### src/rtl/toggle_pkg.sv
// Shared types and defaults for the toggle event decoder and its helpers.
package toggle_pkg;

  typedef enum logic [0:0] {INIT, RUN} state_t;

  localparam int unsigned DEF_SYNC_STAGES = 2;
  localparam int unsigned DEF_DEPTH       = 4;
  localparam int unsigned DEF_CNT_W       = 16;
  localparam int unsigned PEND_W          = 4;
  // Wide enough to count SYNC_STAGES+1 edges for SYNC_STAGES up to 4.
  localparam int unsigned ARM_W           = 3;

endpackage

### src/rtl/toggle_event_decoder_if.sv
// Consumer-facing event bus: queue status, handshake and counters.
interface toggle_event_decoder_if
  import toggle_pkg::*;
#(
  parameter int unsigned CNT_W = DEF_CNT_W
);
  logic              evt_ready;
  logic              ovf_clr;
  logic              evt_pulse;
  logic              evt_valid;
  logic [PEND_W-1:0] evt_pending;
  logic [CNT_W-1:0]  evt_count;
  logic              overflow;
  logic              armed;

  modport master (
    input  evt_ready, ovf_clr,
    output evt_pulse, evt_valid, evt_pending, evt_count, overflow, armed
  );

  modport slave (
    output evt_ready, ovf_clr,
    input  evt_pulse, evt_valid, evt_pending, evt_count, overflow, armed
  );
endinterface

### src/rtl/sync_chain.sv
// Multi-flop synchronizer for a single asynchronous level.
module sync_chain #(
  parameter int unsigned STAGES = 2
) (
  input  logic clk,
  input  logic rst,
  input  logic d,
  output logic q
);
  logic [STAGES-1:0] chain_q;

  always_ff @(posedge clk or posedge rst) begin
    if (rst) begin
      chain_q <= '0;
    end else begin
      chain_q <= {chain_q[STAGES-2:0], d};
    end
  end

  assign q = chain_q[STAGES-1];
endmodule

### src/rtl/toggle_event_decoder.sv
// Decodes level changes on an asynchronous toggle line into pulses, a bounded
// event queue with overflow flag, and a free-running event counter.
module toggle_event_decoder
  import toggle_pkg::*;
#(
  parameter int unsigned SYNC_STAGES = DEF_SYNC_STAGES,
  parameter int unsigned DEPTH       = DEF_DEPTH,
  parameter int unsigned CNT_W       = DEF_CNT_W
) (
  input  logic                   clk,
  input  logic                   rst,
  input  logic                   toggle_in,
  toggle_event_decoder_if.master bus
);
  logic              sync_lvl;
  state_t            state_q, state_d;
  logic [ARM_W-1:0]  arm_cnt_q, arm_cnt_d;
  logic              last_lvl_q;
  logic              pulse_q, pulse_d;
  logic [PEND_W-1:0] pend_q, pend_d;
  logic [CNT_W-1:0]  cnt_q, cnt_d;
  logic              ovf_q, ovf_d;
  logic              evt;
  logic              pop;

  sync_chain #(
    .STAGES(SYNC_STAGES)
  ) u_sync (
    .clk(clk),
    .rst(rst),
    .d  (toggle_in),
    .q  (sync_lvl)
  );

  always_ff @(posedge clk or posedge rst) begin
    if (rst) begin
      state_q    <= INIT;
      arm_cnt_q  <= '0;
      last_lvl_q <= 1'b0;
      pulse_q    <= 1'b0;
      pend_q     <= '0;
      cnt_q      <= '0;
      ovf_q      <= 1'b0;
    end else begin
      state_q    <= state_d;
      arm_cnt_q  <= arm_cnt_d;
      last_lvl_q <= sync_lvl;
      pulse_q    <= pulse_d;
      pend_q     <= pend_d;
      cnt_q      <= cnt_d;
      ovf_q      <= ovf_d;
    end
  end

  always_comb begin
    state_d   = state_q;
    arm_cnt_d = arm_cnt_q;
    evt       = 1'b0;
    pop       = (pend_q != '0) && bus.evt_ready;
    pend_d    = pend_q;
    cnt_d     = cnt_q;
    ovf_d     = ovf_q & ~bus.ovf_clr;

    unique case (state_q)
      // Let the synchronizer flush so the first reference level is settled.
      INIT: begin
        arm_cnt_d = arm_cnt_q + ARM_W'(1);
        if (arm_cnt_q == ARM_W'(SYNC_STAGES)) begin
          state_d = RUN;
        end
      end
      RUN:     evt = (sync_lvl != last_lvl_q);
      default: state_d = INIT;
    endcase

    pulse_d = evt;
    if (evt) begin
      cnt_d = cnt_q + CNT_W'(1);
    end

    // A simultaneous push and pop cancel out, so a full queue never overflows then.
    if (evt && !pop) begin
      if (pend_q < PEND_W'(DEPTH)) begin
        pend_d = pend_q + PEND_W'(1);
      end else begin
        ovf_d = 1'b1;
      end
    end else if (pop && !evt) begin
      pend_d = pend_q - PEND_W'(1);
    end
  end

  assign bus.evt_pulse   = pulse_q;
  assign bus.evt_valid   = (pend_q != '0);
  assign bus.evt_pending = pend_q;
  assign bus.evt_count   = cnt_q;
  assign bus.overflow    = ovf_q;
  assign bus.armed       = (state_q == RUN);
endmodule

### src/flat_wrapper.sv
// flat-port wrapper written by rule: the top's interface ports become plain ports
module toggle_event_decoder_flat import toggle_pkg::*;
#(
  parameter int unsigned SYNC_STAGES = DEF_SYNC_STAGES,
  parameter int unsigned DEPTH       = DEF_DEPTH,
  parameter int unsigned CNT_W       = DEF_CNT_W
)
  (clk, rst, toggle_in, bus_evt_ready, bus_ovf_clr, bus_evt_pulse, bus_evt_valid, bus_evt_pending, bus_evt_count, bus_overflow, bus_armed);
  toggle_event_decoder_if #(.CNT_W(CNT_W)) bus_i ();
  input  logic clk;
  input  logic rst;
  input  logic toggle_in;
  input wire logic [$bits(bus_i.evt_ready)-1:0] bus_evt_ready;
  input wire logic [$bits(bus_i.ovf_clr)-1:0] bus_ovf_clr;
  output wire logic [$bits(bus_i.evt_pulse)-1:0] bus_evt_pulse;
  output wire logic [$bits(bus_i.evt_valid)-1:0] bus_evt_valid;
  output wire logic [$bits(bus_i.evt_pending)-1:0] bus_evt_pending;
  output wire logic [$bits(bus_i.evt_count)-1:0] bus_evt_count;
  output wire logic [$bits(bus_i.overflow)-1:0] bus_overflow;
  output wire logic [$bits(bus_i.armed)-1:0] bus_armed;
  assign bus_i.evt_ready = bus_evt_ready;
  assign bus_i.ovf_clr = bus_ovf_clr;
  assign bus_evt_pulse = bus_i.evt_pulse;
  assign bus_evt_valid = bus_i.evt_valid;
  assign bus_evt_pending = bus_i.evt_pending;
  assign bus_evt_count = bus_i.evt_count;
  assign bus_overflow = bus_i.overflow;
  assign bus_armed = bus_i.armed;
  toggle_event_decoder #(.SYNC_STAGES(SYNC_STAGES), .DEPTH(DEPTH), .CNT_W(CNT_W)) u_core (.clk(clk), .rst(rst), .toggle_in(toggle_in), .bus(bus_i));
endmodule
### config.mk
export PLATFORM = sky130hd
export DESIGN_NAME = toggle_event_decoder_flat
export DESIGN_NICKNAME = d
export VERILOG_FILES = /design/src/rtl/toggle_pkg.sv /design/src/rtl/toggle_event_decoder_if.sv /design/src/rtl/sync_chain.sv /design/src/rtl/toggle_event_decoder.sv /design/src/flat_wrapper.sv
export SDC_FILE = /design/constraint.sdc
export NUM_CORES = 1
export LEC_CHECK = 0
export ABC_AREA = 1
export ABC_CLOCK_PERIOD_IN_PS = 2450
export BUFFER_PORTS_ARGS = -buffer_cell sky130_fd_sc_hd__buf_2
export CAP_MARGIN = 10
export CORE_MARGIN = 2
export CORE_UTILIZATION = 54
export CTS_CLUSTER_SIZE = 25
export DETAILED_ROUTE_END_ITERATION = 12
export MAX_ROUTING_LAYER = met4
export PLACE_DENSITY = 0.78
export SYNTH_ARGS = -nofsm -noshare
export SYNTH_HDL_FRONTEND = slang
export SYNTH_SLANG_ARGS = --single-unit
### constraint.sdc
create_clock -name clk -period 2.45 [get_ports clk]
set_input_delay 0.1225 -clock clk [delete_from_list [all_inputs] [get_ports clk]]
set_output_delay 0.1225 -clock clk [all_outputs]
set_load 0.02 [all_outputs]
## Yosys cells after proc, flatten, opt, wreduce, memory -nomap -nowiden

Index checks and enable logic that the tools add are counted.

| cells by class | value |
|---|---|
| $add $sub $neg | 4 |
| bitwise gates (word level) | 2 |
| muxes and demuxes | 8 |
| magnitude comparators | 1 |
| reductions and logical operators | 8 |
| equality and inequality tests | 3 |

Operators by type and width:

| cell | count |
|---|---|
| $add 16x1->16 const B | 1 |
| $mux 4 | 3 |
| $mux 1 | 5 |
| $add 4x1->4 const B | 1 |
| $lt 4x3->1 const B | 1 |
| $reduce_bool 4->1 | 1 |
| $sub 4x1->4 const B | 1 |
| $add 3x1->3 const B | 1 |
| $eq 3x2->1 const B | 1 |
| $logic_and 1x1->1 | 3 |
| $logic_not 1->1 | 2 |
| $ne 2x2->1 const B | 1 |
| $reduce_and 2->1 | 1 |
| $reduce_bool 2->1 | 1 |
| $and 1x1->1 | 1 |
| $ne 1x1->1 | 1 |
| $not 1->1 | 1 |

| storage, ports and cells | value |
|---|---|
| input bits | 5 |
| output and inout bits | 24 |
| bits in registers | 29 |
| word-level logic and storage cells | 34 |

## Logic depth before layout (Yosys ltp)

Gate-level depths: netlist (run 1).

| logic depth | value |
|---|---|
| depth after elaboration | 6 |
| gate-level depth with buffers | 14 |
| mapped depth without buffers | 13 |

## Hierarchy

Synthesis (run 1) repeated with hierarchy kept, for this count alone.

| second synthesis, totals | value |
|---|---|
| cells, all modules | 165 |
| area total of the unflattened synthesis | 1465.2 sq um |

By module, submodules not included:

| module | sequential area each (sq um) | cells an instance | times used | area each (sq um) |
|---|---|---|---|---|
| toggle_event_decoder | 675.6 | 162 | 1 | 1411.4 |
| sync_chain | 50.0 | 3 | 1 | 53.8 |

## Worst setup path after synthesis (run 1)

OpenSTA, ideal clock, no wires.

| path | value |
|---|---|
| path type | reg-to-reg |
| start | register u_core.pend_q[3], in the netlist u_core.bus.evt_pending[3] |
| end | register u_core.pend_q[3], in the netlist u_core.bus.evt_pending[3] |
| setup slack | 502 ps |
| cell stages (with the launch flop) | 13 |
| arrival time | 1835 ps |
| period minus slack after synthesis | 1948 ps |
| required time | 2337 ps |
| buffers on the path | 0 |
| setup time | 113 ps |
| path through | dfrtp_1 > nor2_4 > nand2_2 > nand2_2 > nand2_1 > ha_1 > nand3_1 > nand3_1 > nand4_1 > nand2_1 > nand2_1 > nand2_1 > inv_1 |

| between the ends | value |
|---|---|
| cells in the longest elaborated chain, start to end | 6 |
| elaborated cells between the ends (all ways) | 14 |
| classes of those cells | 2 x add/sub; 1 x order compare; 1 x eq/ne; 3 x mux; 7 x reduce/logical |

Ends and longest elaborated chain:

| item | line | RTL |
|---|---|---|
| from (decl) | toggle_event_decoder.sv:20 | `logic [PEND_W-1:0] pend_q, pend_d;` |
| from (signal assigned) | toggle_event_decoder.sv:49 | `pend_q <= pend_d;` |
| $reduce_bool 4->1 * | -- |  |
| via bus_evt_valid | flat_wrapper.sv:16 | `output wire logic [$bits(bus_i.evt_valid)-1:0] bus_evt_valid;` |
| $logic_and 1x1->1 * | toggle_event_decoder.sv:59 | `pop = (pend_q != '0) && bus.evt_ready;` |
| $logic_not 1->1 | toggle_event_decoder.sv:82 | `if (evt && !pop) begin` |
| $logic_and 1x1->1 | toggle_event_decoder.sv:82 |  |
| $ne 2x2->1 (no line) / $reduce_bool 2->1 (equally long branches) | -- |  |
| $reduce_and 2->1 (no line) | -- |  |

Mark *: on every way through the listed nets, which the timed path passes. The rest lies on a longest branch. The select of a mux whose other input is x is not followed.
A chain may end at the register's enable or synchronous reset.

## Worst setup path in the final report (run 1)

| path | value |
|---|---|
| start | register u_core.pend_q[0], in the netlist u_core.bus.evt_pending[0] |
| end | register u_core.pend_q[3], in the netlist u_core.bus.evt_pending[3] |

| between the ends | value |
|---|---|
| cells in the longest elaborated chain, start to end | 6 |
| elaborated cells between the ends (all ways) | 14 |
| classes of those cells | 2 x add/sub; 1 x order compare; 1 x eq/ne; 3 x mux; 7 x reduce/logical |

Ends and longest elaborated chain:

| item |
|---|
| branches (longest 6 deep; another with $sub 4x1->4) |

Several ways; the timed one is not identified. The select of a mux whose other input is x is not followed.

==> metrics.md, run 1 <==
| Metric | Value |
|---|---|
| Status | finished, final reports clean |
| Overflow after GRT | 0 |
| Final setup vio count | 0 |
| Layout fillers | 226 |
| R2r worst-path depth | 12 |
| First-pass GRT wire length | 5050 microns |
| CTS tree | yes |
| Core area | 2690 sq um |
| Multi-input logic area | 682 sq um |
| Hold Path Cell Cnt | 6 |
| Max_cap viols | 0 |
| Leak pwr | 0.927 nW |
| Final Cycle Share | 0.811 |
| Fin. max-slew vios | 0 |
| Mapped Cells | 160 |
| Pre-antenna DRT Iters | 4 |
| DRC Markers | 0 |
| Final #Nets | 210 |
| Synth warn | 0 |
| Chip Height | 56.6 microns |
| Seq/Total Area, Yosys | 0.486 |
| Drt total wl | 2770 microns |
| Startpoint Class | flip-flop |
| Die Area | 3200 sq um |
| R2r setup slk | 0.46 ns |
| HP Start | bus_evt_ready |
| Reg2reg end | u_core.bus.evt_pending[3] |
| Routability congestion estimate from global placement | 0.801 |
| Register area | 726 sq um |
| Hold Path Class | in2reg |
| Number of library cell types mapped by synthesis | 25 |
| Pwr dens | 918 nW/um^2 |
| Least-Margin Pin Slew | 0.352 ns |
| Detail Route Antenna Nets | 0 |
| Commonest non-fill, non-tap cell in the layout | nand2_1 |
| Syn_nets | 171 |
| Final setup TNS | 0 ns |
| Hold Path Sink | u_core.bus.evt_pending[2] |
| Post-DR wirelength/cell | 12.0 microns |
| Synthesized cell area | 1490 sq um |
| Vias | 1142 |
| Root Buffer | clkbuf_4 |
| Cells after DPL | 220 |
| Final setup skew | 0.0101 ns |
| Crit path required time | 2.68 ns |
| Final Hold Viols | 0 |
| DIE WIDTH | 56.6 microns |
| I/O pin total | 29 |
| Most frequent cells in the layout | 40 x nand2_1, 29 x dfrtp_1, 28 x buf_2, 17 x inv_1, 14 x nor2_1 |
| Worst-path clk slew | 0.09 ns |
| Crit. End Element | flip-flop |
| Fraction of layout cells with a size suffix above 1 | 0.285 |
| Max frequency | 503 MHz |
| Tmin final | 1.99 ns |
| Initial antenna violation count | 0 |
| RSZ-0062 raised after global routing | no |
| Non-Filler Instances | 231 |
| Vias per inst | 4.94 |
| # diodes | 0 |
| Peak supply drop | 0.000786 V |
| Setup bufs post-CTS | 0 |
| Worst skew pair latency | 0.33 ns |
| Port bufs | 28 |
| CP max FO | 5 |
| Vias in the first global route | 1170 |
| WS Path Type | reg2reg |
| Avg Inst Size Synth | 9.34 sq um |
| Iter 0 DRT Violations | 28 |
| Largest net degree at the start of global routing | 30 |
| P&R area growth vs syn | 18.7% |
| CTS Buffer Depth | 2 |
| Detailed-placement wirelength estimate | 2040 microns |
| Global Route Usage Sum | 0.213 |
| Row Count | 19 |
| Htree depth | 2 |
| Initial Util | 0.556 |
| Critical path arrival | 2.22 ns |
| Max-slew headroom | 0.765 |
| Yosys reg bits | 29 |
| Worst r2r src | u_core.bus.evt_pending[0] |
| CTS Buf Count | 5 |
| Clock net sink count | 29 |
[worst max path at each step]
stage	endpoint	cells after the start	slack, ns	from
floorplan	u_core.bus.evt_pending[3]	12	0.50	u_core.bus.evt_pending[3]
global placement	u_core.bus.evt_pending[3]	12	0.63	u_core.bus.evt_pending[3]
detailed placement	u_core.bus.evt_pending[3]	12	0.50	u_core.bus.evt_pending[0]
CTS	u_core.bus.evt_pending[3]	13	0.47	u_core.bus.evt_pending[0]
global route	u_core.bus.evt_pending[3]	12	0.24	u_core.bus.evt_pending[0]
finish	u_core.bus.evt_pending[3]	12	0.46	u_core.bus.evt_pending[0]
[logic make-up after synthesis]
group / count (synthesis) / synth area share
XOR/XNOR: 16 / 0.0988
AO/OA/AOI/OAI: 6 / 0.0235
AND/OR/NAND/NOR: 83 / 0.279
flip-flops: 29 / 0.486
buffers and inverters: 20 / 0.0578
adder cells (fa/ha/maj): 6 / 0.0553
[layer usage]
metal | vias to the layer above | part of all wire | track usage
met3 | 5 | 0.040 | 0.0668
met1 | 541 | 0.42 | 0.242
met4 | 0 | 0.016 | 0.0680
li1 | 574 | - | -
met5 | - | 0 | -
met2 | 22 | 0.52 | 0.357
[metrics by stage]
| stage | power (W) | cell area (sq um) | worst slack, ns | utilization | hold slack, ns |
|---|---|---|---|---|---|
| 2_1_floorplan | 0.00112 | 1490 | 0.502 | - | 0.154 |
| 3_3_place_gp | 0.00127 | 1670 | 0.631 | 0.623 | 0.204 |
| 3_5_place_dp | 0.00130 | 1670 | 0.501 | 0.623 | 0.209 |
| 4_1_cts | 0.00164 | 1770 | 0.470 | 0.660 | 0.247 |
| 5_1_grt | 0.00175 | 1770 | 0.243 | 0.660 | 0.264 |
| 6_report | 0.00163 | 1770 | 0.463 | 0.660 | 0.257 |
[final cells by class]
class,count,share of cell area
inverter,19,0.0402
tap,31,0.0219
timing repair buffer,33,0.104
multi-input combinational,111,0.385
clock inverter,1,0.00282
clock buffer,7,0.0367
sequential,29,0.409
[Yosys cell counts]
cell type,n,area (sq um)
nand2_1,40,150
dfrtp_1,29,726
inv_1,17,63.8
nor2_1,14,52.6
nand3_1,9,45.0
xor2_1,8,70.1
xnor2_1,7,61.3
nand2_2,6,37.5
ha_1,5,62.6
nor2_4,4,45.0
o21ai_0,4,20.0
nand4_1,3,18.8
inv_2,2,7.51
buf_8,1,15.0
fa_1,1,20.0
nand2_4,1,11.3
nand3_2,1,10.0
nand3_4,1,17.5
nand3b_1,1,7.51
nor2_2,1,6.26
nor3_1,1,5.00
nor3_2,1,10.0
o21ai_2,1,8.76
o22ai_1,1,6.26
xor2_2,1,16.3
[what timing repair did]
item	CTS	global route
hold buffers	3	0
hold endpoints to repair	31	0
gates resized for setup	0	0
[sequential cells by signal (all words and copies together) (netlist names)]
name                    cells
u_core.bus.evt_count       16
u_core.bus.evt_pending      4
u_core.arm_cnt_q            3
u_core.u_sync.chain_q       2
u_core.bus.armed            1
u_core.bus.evt_pulse        1
u_core.bus.overflow         1
u_core.last_lvl_q           1
[where the power goes]
part	internal, W	switching [W]
registers	0.000573	0.000130
logic	0.000231	0.000366
clock network	0.000166	0.000162
[worst max-delay path, stage by stage, from the launching register on]
cell     delay (ns)
dfrtp_1        0.48
nor2_1         0.16
nand2_2        0.09
nand2_2        0.12
nand2_1        0.14
ha_1           0.37
nand3_1        0.09
nand3_1        0.11
nand4_1        0.11
nand2_1        0.08
nand2_1        0.05
nand2_1        0.06
inv_1          0.04
(Power assumes the default switching activity.)
==> run 2, diff against run 1 <==
--- a/config.mk
+++ b/config.mk
@@ -6,15 +6,15 @@
 export NUM_CORES = 1
 export LEC_CHECK = 0
 export ABC_AREA = 1
-export ABC_CLOCK_PERIOD_IN_PS = 2450
+export ABC_CLOCK_PERIOD_IN_PS = 1600
 export BUFFER_PORTS_ARGS = -buffer_cell sky130_fd_sc_hd__buf_2
 export CAP_MARGIN = 10
 export CORE_MARGIN = 2
-export CORE_UTILIZATION = 54
+export CORE_UTILIZATION = 49
 export CTS_CLUSTER_SIZE = 25
 export DETAILED_ROUTE_END_ITERATION = 12
 export MAX_ROUTING_LAYER = met4
-export PLACE_DENSITY = 0.78
+export PLACE_DENSITY = 0.75
 export SYNTH_ARGS = -nofsm -noshare
 export SYNTH_HDL_FRONTEND = slang
 export SYNTH_SLANG_ARGS = --single-unit
==> constraint.sdc (replaced) <==
create_clock -name clk -period 1.6 [get_ports clk]
set_input_delay 0.08 -clock clk [delete_from_list [all_inputs] [get_ports clk]]
set_output_delay 0.08 -clock clk [all_outputs]
set_load 0.02 [all_outputs]
==> metrics.md, run 2 (same netlist as run 1, synthesis figures left out) <==
| Metric | Value |
|---|---|
| Status | finished with violations |
| Violated checks | negative setup slack |
| Peak supply drop | 0.000951 V |
| Final #Nets | 220 |
| R2r worst-path depth | 12 |
| Register area | 733 sq um |
| Crit path from | u_core.last_lvl_q |
| Port bufs | 28 |
| DIE WIDTH | 59.2 microns |
| Critical path arrival | 1.89 ns |
| Final setup skew | 0.0141 ns |
| Worst r2r src | u_core.last_lvl_q |
| Commonest non-fill, non-tap cell in the layout | nand2_1 |
| First-pass GRT wire length | 5220 microns |
| Pwr dens | 1480 nW/um^2 |
| Detailed-placement wirelength estimate | 2220 microns |
| CTS tree | yes |
| Hold Path Cell Cnt | 4 |
| Chip Height | 59.2 microns |
| Fin util | 0.651 |
| Final setup vio count | 2 |
| Iter 0 DRT Violations | 43 |
| Most frequent cells in the layout | 38 x nand2_1, 28 x buf_2, 23 x dfrtp_1, 17 x inv_1, 13 x nor2_1 |
| Root Buffer | clkbuf_4 |
| Worst-path clk slew | 0.10 ns |
| Htree depth | 2 |
| Die Area | 3510 sq um |
| Core area | 2980 sq um |
| Global Route Usage Sum | 0.207 |
| Initial Util | 0.502 |
| Multi-input logic area | 747 sq um |
| Row Count | 20 |
| Max_cap viols | 0 |
| Worst skew pair latency | 0.34 ns |
| RSZ-0062 raised after global routing | yes |
| # diodes | 0 |
| Max frequency | 602 MHz |
| Flop pwr share | 0.366 |
| Clock Power Share | 0.219 |
| Final instance area | 1940 sq um |
| Overflow after GRT | 0 |
| DRC Markers | 0 |
| Post-DR wirelength/cell | 12.3 microns |
| Detail Route Antenna Nets | 0 |
| Final Cycle Share | 1.04 |
| Layout fillers | 261 |
| Switching power of the nets | 0.00108 W |
| Gate power share | 0.415 |
| P&R area growth vs syn | 29.7% |
| Final Hold Viols | 0 |
| Largest net degree at the start of global routing | 30 |
| Max-slew headroom | 0.758 |
| CP max FO | 4 |
| Least-Margin Pin Slew | 0.363 ns |
| Tmin final | 1.66 ns |
| Crit path required time | 1.83 ns |
| Crit. End Element | flip-flop |
| Max reg flops | 16 |
| Initial antenna violation count | 0 |
| Vias per inst | 5.00 |
| Final Power | 0.00286 W |
| I/O pin total | 29 |
| Routability congestion estimate from global placement | 0.806 |
| Clock net sink count | 29 |
| Drt total wl | 3000 microns |
| HP Start | bus_evt_ready |
| Setup ws final | -0.0598 ns |
| Pint | 0.00178 W |
| CTS Buf Count | 5 |
| Fin. max-slew vios | 0 |
| Vias in the first global route | 1208 |
| CTS Buffer Depth | 2 |
| Vias | 1214 |
| Fraction of layout cells with a size suffix above 1 | 0.381 |
| Hold Path Class | in2reg |
| Cell Area, Placed | 1770 sq um |
| Leak pwr | 1.00 nW |
| WS Path Type | reg2reg |
| Pre-antenna DRT Iters | 4 |
| Startpoint Class | flip-flop |
| Sw Share | 0.379 |
## run 2: cell types whose count changed in the layout (fill, tap and decap cells not counted), sizes merged
cell	previous run	this run
buf	30	40
clkinv	1	0
bufinv	0	1
## run 2: per-layer routing
layer | wire [microns] | track usage | part of all wire | up-vias
met5 | 0 | - | 0 | -
met3 | 141 | 0.0655 | 0.047 | 8
li1 | - | - | - | 595
met2 | 1580 | 0.356 | 0.53 | 30
met4 | 53 | 0.0682 | 0.018 | 0
met1 | 1220 | 0.226 | 0.41 | 581
## run 2: worst max-delay path, stage by stage, from the launching register on
cell,delay (ns)
dfrtp_1,0.41
nand2_2,0.10
nand2_2,0.07
nor2_4,0.15
nand2_4,0.10
ha_4,0.28
nand3_2,0.08
nand3_2,0.07
nand4_1,0.09
nand2_1,0.08
nand2_1,0.04
nand2_1,0.05
inv_1,0.03
## run 2: per-stage QoR
| step | std cells | setup TNS [ns] | setup WS [ns] | hold slack (ns) |
|---|---|---|---|---|
| after floorplan | 160 | -0.298 | -0.181 | 0.111 |
| final | 243 | -0.0927 | -0.0598 | 0.138 |
| after global placement | 229 | 0 | 0.0201 | 0.160 |
| after CTS | 242 | -0.0475 | -0.0475 | 0.0925 |
| after global routing | 243 | -0.421 | -0.221 | 0.134 |
| after detailed placement | 229 | -0.0655 | -0.0638 | 0.163 |
## run 2: path summary, 6_finish.rpt
kind                                                   to  slack [ns]
worst min register to register   u_core.u_sync.chain_q[1]        0.36
max in group asynchronous       u_core.bus.evt_pending[0]        0.95
min in group asynchronous         u_core.bus.evt_count[6]        0.34
worst max register to register  u_core.bus.evt_pending[3]       -0.06
worst max-delay path            u_core.bus.evt_pending[3]       -0.06
worst min-delay path                  u_core.bus.overflow        0.14
## run 2: repair_timing
| action | in CTS | in global routing |
|---|---|---|
| hold buffers | 3 | 0 |
| endpoints found under the hold margin | 31 | 0 |
| resized for setup | 1 | 5 |
| cloned | 0 | 0 |
| buffers inserted | 2 | 1 |
| endpoints found under the setup margin | 2 | 5 |
| pin swaps | 0 | 6 |
## run 2: layout make-up
type	count	share of cell area
Multi-Input combinational cell	111	0.385
Sequential cell	29	0.378
Timing Repair Buffer	43	0.134
Inverter	19	0.0368
Clock buffer	7	0.0284
Tap cell	33	0.0213
Clock inverter	1	0.0155
## run 2: power by group through the flow
stage	clock network [W]	logic, W	registers, W
6_report	0.000627	0.00119	0.00105
5_1_grt	0.000680	0.00133	0.00108
4_1_cts	0.000650	0.00110	0.00105
3_5_place_dp	0	0.00108	0.00106
3_3_place_gp	0	0.00106	0.00105
2_1_floorplan	0	0.000523	0.00125
